File: config.mk
export PLATFORM = sky130hd
export DESIGN_NAME = traffic_phase_sequencer
export DESIGN_NICKNAME = d
export VERILOG_FILES = /design/src/rtl/traffic_pkg.sv /design/src/rtl/traffic_phase_sequencer_debounce.sv /design/src/rtl/traffic_phase_sequencer.sv
export SDC_FILE = /design/constraint.sdc
export NUM_CORES = 1
export LEC_CHECK = 0
export ABC_AREA = 0
export ABC_CLOCK_PERIOD_IN_PS = 3600
export BUFFER_PORTS_ARGS = -buffer_cell sky130_fd_sc_hd__buf_2
export CORE_MARGIN = 2
export CORE_UTILIZATION = 45
export DETAILED_ROUTE_END_ITERATION = 6
export HOLD_SLACK_MARGIN = 0.02
export MAX_ROUTING_LAYER = met4
export PLACE_DENSITY_LB_ADDON = 0.15
export SYNTH_ARGS = -nofsm -noshare
export SYNTH_HDL_FRONTEND = slang
export SYNTH_SLANG_ARGS = --single-unit
File: constraint.sdc
create_clock -name clk -period 3.6 [get_ports clk]
set_input_delay 0.54 -clock clk [delete_from_list [all_inputs] [get_ports clk]]
set_output_delay 0.54 -clock clk [all_outputs]
set_load 0.1 [all_outputs]
File: src/rtl/traffic_pkg.sv
// traffic_pkg: shared phase encoding, default timing constants and counter type
// for the traffic phase sequencer.
package traffic_pkg;
    typedef enum logic [1:0] {
        PH_GREEN_A = 2'd0,
        PH_AMBER   = 2'd1,
        PH_GREEN_B = 2'd2
    } phase_e;

    localparam int TICK_DIV_D    = 4;
    localparam int AMBER_TICKS_D = 5;
    localparam int MIN_GREEN_A_D = 20;
    localparam int MAX_GREEN_B_D = 30;
    localparam int DEBOUNCE_D    = 3;
    localparam int CNT_W_D       = 8;

    typedef logic [CNT_W_D-1:0] cnt_t;
endpackage

File: src/rtl/traffic_phase_sequencer_debounce.sv
// sensor_debounce: synchronizes a raw sensor and debounces it on timing ticks.
// Ports: clk, rstn (async active-low), tick (timing strobe), raw_in (asynchronous
// sensor), level_out (debounced car-present level).
module sensor_debounce
    import traffic_pkg::*;
#(
    parameter int DEBOUNCE = DEBOUNCE_D
) (
    input  logic clk,
    input  logic rstn,
    input  logic tick,
    input  logic raw_in,
    output logic level_out
);
    localparam int SW = $clog2(DEBOUNCE + 1);

    logic          s1;
    logic          s2;
    logic [SW-1:0] stab;

    // The level flips on the tick whose mismatch would bring stab to DEBOUNCE.
    always_ff @(posedge clk or negedge rstn) begin
        if (!rstn) begin
            s1        <= 1'b0;
            s2        <= 1'b0;
            stab      <= '0;
            level_out <= 1'b0;
        end else begin
            s1 <= raw_in;
            s2 <= s1;
            if (tick) begin
                if (s2 != level_out) begin
                    if (stab == SW'(DEBOUNCE - 1)) begin
                        level_out <= ~level_out;
                        stab      <= '0;
                    end else begin
                        stab <= stab + 1'b1;
                    end
                end else begin
                    stab <= '0;
                end
            end
        end
    end
endmodule

File: src/rtl/traffic_phase_sequencer.sv
// traffic_phase_sequencer: tick prescaler, phase tracking, road-B request gating
// and amber timing beside the two-road light FSM.
// Ports: clk, rstn (async active-low), sensor_B (raw car sensor), amber_timer_en,
// green_light_A, green_light_B (from light FSM), traffic_B (gated request),
// timer_done (one-cycle amber expiry pulse), phase_cnt (debug tick count).
// Macro TRAFFIC_SEQ_STATS_EN adds serve_count and forced_count outputs.
module traffic_phase_sequencer
    import traffic_pkg::*;
#(
    parameter int TICK_DIV    = TICK_DIV_D,
    parameter int AMBER_TICKS = AMBER_TICKS_D,
    parameter int MIN_GREEN_A = MIN_GREEN_A_D,
    parameter int MAX_GREEN_B = MAX_GREEN_B_D,
    parameter int DEBOUNCE    = DEBOUNCE_D,
    parameter int CNT_W       = CNT_W_D
) (
    input  logic             clk,
    input  logic             rstn,
    input  logic             sensor_B,
    input  logic             amber_timer_en,
    input  logic             green_light_A,
    input  logic             green_light_B,
    output logic             traffic_B,
    output logic             timer_done,
    output logic [CNT_W-1:0] phase_cnt
`ifdef TRAFFIC_SEQ_STATS_EN
    ,
    output logic [15:0]      serve_count,
    output logic [15:0]      forced_count
`endif
);
    localparam int PW = $clog2(TICK_DIV);

    logic [PW-1:0] presc;
    logic          tick;
    logic          car_present;
    logic          done_seen;
    logic          changed;
    logic          fire;
    logic          next_tb;
    logic          unused_green_a;
    phase_e        phase;
    phase_e        phase_in;

    // Road A green is the fallback phase, so its flag carries no extra information.
    assign unused_green_a = green_light_A;

    assign tick     = presc == PW'(TICK_DIV - 1);
    assign phase_in = amber_timer_en ? PH_AMBER : green_light_B ? PH_GREEN_B : PH_GREEN_A;
    assign changed  = phase_in != phase;
    assign fire     = phase == PH_AMBER && !changed && tick && !done_seen &&
                      phase_cnt == CNT_W'(AMBER_TICKS - 1);
    assign next_tb  = phase == PH_GREEN_A ? car_present && phase_cnt >= CNT_W'(MIN_GREEN_A) :
                      phase == PH_GREEN_B ? car_present && phase_cnt <  CNT_W'(MAX_GREEN_B) :
                      traffic_B;

    sensor_debounce #(.DEBOUNCE(DEBOUNCE)) u_debounce (
        .clk       (clk),
        .rstn      (rstn),
        .tick      (tick),
        .raw_in    (sensor_B),
        .level_out (car_present)
    );

    always_ff @(posedge clk or negedge rstn) begin
        if (!rstn) begin
            presc      <= '0;
            phase      <= PH_GREEN_A;
            phase_cnt  <= '0;
            traffic_B  <= 1'b0;
            timer_done <= 1'b0;
            done_seen  <= 1'b0;
        end else begin
            presc      <= tick ? '0 : presc + 1'b1;
            phase      <= phase_in;
            phase_cnt  <= changed ? '0 : (tick && phase_cnt != '1) ? phase_cnt + 1'b1 : phase_cnt;
            traffic_B  <= next_tb;
            timer_done <= fire;
            done_seen  <= phase_in == PH_AMBER && (done_seen || fire);
        end
    end

`ifdef TRAFFIC_SEQ_STATS_EN
    logic withdraw;

    // A withdrawal is the cycle where a live request is dropped by the road-B limit.
    assign withdraw = phase == PH_GREEN_B && traffic_B && car_present &&
                      phase_cnt >= CNT_W'(MAX_GREEN_B);

    always_ff @(posedge clk or negedge rstn) begin
        if (!rstn) begin
            serve_count  <= '0;
            forced_count <= '0;
        end else begin
            serve_count  <= (phase_in == PH_GREEN_B && changed && serve_count != 16'hFFFF) ?
                            serve_count + 16'd1 : serve_count;
            forced_count <= (withdraw && forced_count != 16'hFFFF) ?
                            forced_count + 16'd1 : forced_count;
        end
    end
`endif
endmodule

==> metrics.cfg <==
[outcome]
run_status = finished, final reports clean

[detailed_routing]
ant_nets = 0
vias_per_cell = 5.652
drt-pass1-iter-count = 4
routed_wirelength_normalized_by_instance_count_um = 14.17
totalWireLength_um = 1955
drc = 0
drtIter0Drc = 8
route.vias.total = 780

[floorplan]
coreArea_um2 = 2191
initial_utilization_pct = 47.46
die_height_um = 52.07
boundaryPins = 16
die_outline_area_um2 = 2711
die_w_um = 52.07
num_rows = 17

[synth]
most_frequently_used_cell_type_in_the_post_synthesis_netlist = sky130_fd_sc_hd__dfrtp_1
synth_top_family_by_area = simple AND/OR/NAND/NOR gates
synth_top_area_share_pct = 48.13
yosys-top-cells-count = sky130_fd_sc_hd__dfrtp_1 (20), sky130_fd_sc_hd__nor3_1 (6)
synth-compound-area-share_pct = 17.93
ys.warnings.count = 0
synthesis.instances = 98
yosys_register_bits = 20
synth_area_per_cell_um2 = 10.61
synthesis.area_um2 = 1040
synth_area_leader_cell = sky130_fd_sc_hd__dfrtp_1
postSynth.topFlopCell = sky130_fd_sc_hd__dfrtp_1
synth-simple-area-share_pct = 21.54
synth_area_leaders = sky130_fd_sc_hd__dfrtp_1 (48%), sky130_fd_sc_hd__ha_1 (3.6%), sky130_fd_sc_hd__and4_1 (3.4%)
ys_types = 37
synthAdderAreaFrac_pct = 3.610
synth.net_count = 107
share_of_cell_area_taken_by_muxes_after_synthesis_pct = 2.046
synth_xor_area_share_pct = 1.685
async_flop_share_pct = 100.0
yosysSeqAreaShare_pct = 48.13
synth-edff-count = 0

[clock_tree]
post_cts.resized_instances = 0
cts_made_buffers = 3
cts_hold_repair.buffers = 0
clock_tree.buffer_depth = 2
htree_num_levels = 1
clock_tree.root_cell = sky130_fd_sc_hd__clkbuf_4
worst_path_clk_slew_ps = 120
tritoncts = built
post_cts.repair.setup_buffers = 0
cts.sink_count = 20
clk_latency_ps = 310

[timing]
timing_hold_violations_final = 0
totalNegativeSetupSlack_ps = 0
max_freq_mhz = 528.2
grt_setup_unrepaired = false
timing.final.crit_share_pct = 52.59
slew_headroom_pct = 67.30
final_period_minus_worst_setup_slack_ps = 1893
final_setup_violation_count = 0
final.setup_skew_ps = 12.19
max_slew.worst_pin.slew_ps = 490.5
count_of_final_max_slew_check_failures = 0

[finish]
design.final.nets = 120
num-fill-cells = 206
layout-area-overhead-vs-synth_pct = 9.988
final_core_utilization_pct = 52.20
antenna_cells = 0
multi_input_area_um2 = 486.7
final_layout_size_suffix_gt1_share_pct = 21.82
ff_latch_area_um2 = 500.5
stdcell_area_um2 = 1144

[placed_design]
buffer_ports.inserted = 14
dp_hpwl_um = 1395
gpl.final_weighted_congestion = 0.7827
dpl-instance-area_um2 = 1107

[critical_path]
worstPathMaxFanout = 12
criticalPathCategory = register to output port
worst_r2r_endpoint = phase_cnt[7]
dominant_delay_contributor_by_cell_family_on_the_critical_path = flip-flops
cp.required_ps = 3060
critical_path_at_ps = 1350
reg2regPathDepth = 4
slowest_delay_ps = 550
rrSetupSlack_ps = 1920
worstPathCellList = buf_2
path_buf_inv = 1
capturing_element_type_of_the_critical_path = output port
critPathLaunchType = register
r2r-start = presc[0]
critical-path-slowest-cell = sky130_fd_sc_hd__dfrtp_1

[grt]
grt_pass1_wl_um = 3270
grt.total_usage_pct = 17.14
grt_max_degree = 21
grt_overflow = 0
via_count_of_the_first_global_routing_pass = 732
antenna_found_initial = 0

[pwr]
max-vdd-ir-drop_mv = 0.2504
total_power_uw = 450.2
pwr_density_nw_per_um2 = 393.6
cellLeakagePower_nw = 0.5171

[job]
cap_violations = 0

[min_path]
hold_wc_path_type = primary input to async pin

-- layout by cell type (no fill, tap or decap), types with 3 or more instances in the layout --
cell type                  synthesis  layout
sky130_fd_sc_hd__ha_1              3       3
sky130_fd_sc_hd__nand3_1           5       5
sky130_fd_sc_hd__nor3_1            6       6
sky130_fd_sc_hd__nor2_1            4       4
sky130_fd_sc_hd__buf_2             3      14
sky130_fd_sc_hd__dfrtp_1          20      20
sky130_fd_sc_hd__nor2b_1           5       5
sky130_fd_sc_hd__and4_1            4       4
sky130_fd_sc_hd__clkbuf_4          0       3
sky130_fd_sc_hd__a21oi_1           5       5
sky130_fd_sc_hd__nand2_1           5       5
sky130_fd_sc_hd__inv_1             4       4
-- metrics by stage --
step | std cells | hold WS, ps | setup WS [ps]
floorplan | 98 | 244.4 | 1608
global placement | 134 | 340.8 | 1997
detailed placement | 134 | 340.3 | 1963
CTS | 138 | 164.6 | 1697
global route | 138 | 185.6 | 1648
finish | 138 | 155.2 | 1707
-- logic make-up after synthesis --
group	Yosys count
mux	2
xor+xnor	2
flops	20
buf+inv	10
simple gates	37
compound gates	24
fa+ha+maj	3
-- worst register-to-register path, stage by stage (launching register included) --
cell	delay [ps]
sky130_fd_sc_hd__dfrtp_1	370
sky130_fd_sc_hd__ha_1	470
sky130_fd_sc_hd__and4_1	390
sky130_fd_sc_hd__a21boi_0	220
sky130_fd_sc_hd__a311oi_1	110
-- state kept, by name, summed over array words and instances, names as in the netlist --
signal / cells
u_debounce.stab: 2
phase: 2
timer_done: 1
u_debounce.s2: 1
phase_cnt: 8
u_debounce.level_out: 1
u_debounce.s1: 1
done_seen: 1
presc: 2
traffic_B: 1
-- worst max-delay path by stage --
stage | cells after the start | slack (ps) | to | start
2_1_floorplan | 4 | 1610 | phase_cnt[5] | phase_cnt[1]
3_3_place_gp | 4 | 2000 | phase_cnt[7] | presc[0]
3_5_place_dp | 4 | 1960 | phase_cnt[7] | presc[0]
4_1_cts | 1 | 1700 | phase_cnt[3] | phase_cnt[3]
5_1_grt | 1 | 1650 | phase_cnt[3] | phase_cnt[3]
6_report | 1 | 1710 | phase_cnt[4] | phase_cnt[4]
-- metal layers --
metal | routed length [um] | vias up | GRT usage [%]
met3 | 48 | 4 | 3.448
met1 | 913 | 372 | 21.36
met4 | 37 | 0 | 7.895
li1 | - | 395 | -
met2 | 956 | 9 | 26.79
met5 | 0 | - | -
-- area by class of cell --
class	instances	area share, %
Inverter	4	1.313
Tap cell	28	3.063
Multi-Input combinational cell	68	42.56
Clock buffer	4	3.173
Sequential cell	20	43.76
Timing Repair Buffer	14	6.127
-- report_power, final --
part	leakage, nW	internal [mW]	total, mW	switching (mW)
logic	0.233	0.0214	0.0587	0.0373
clock network	0.0210	0.0618	0.132	0.0702
registers	0.263	0.243	0.260	0.0166
total	0.517	0.326	0.450	0.124
No activity file was read; power rests on OpenSTA's default activity.
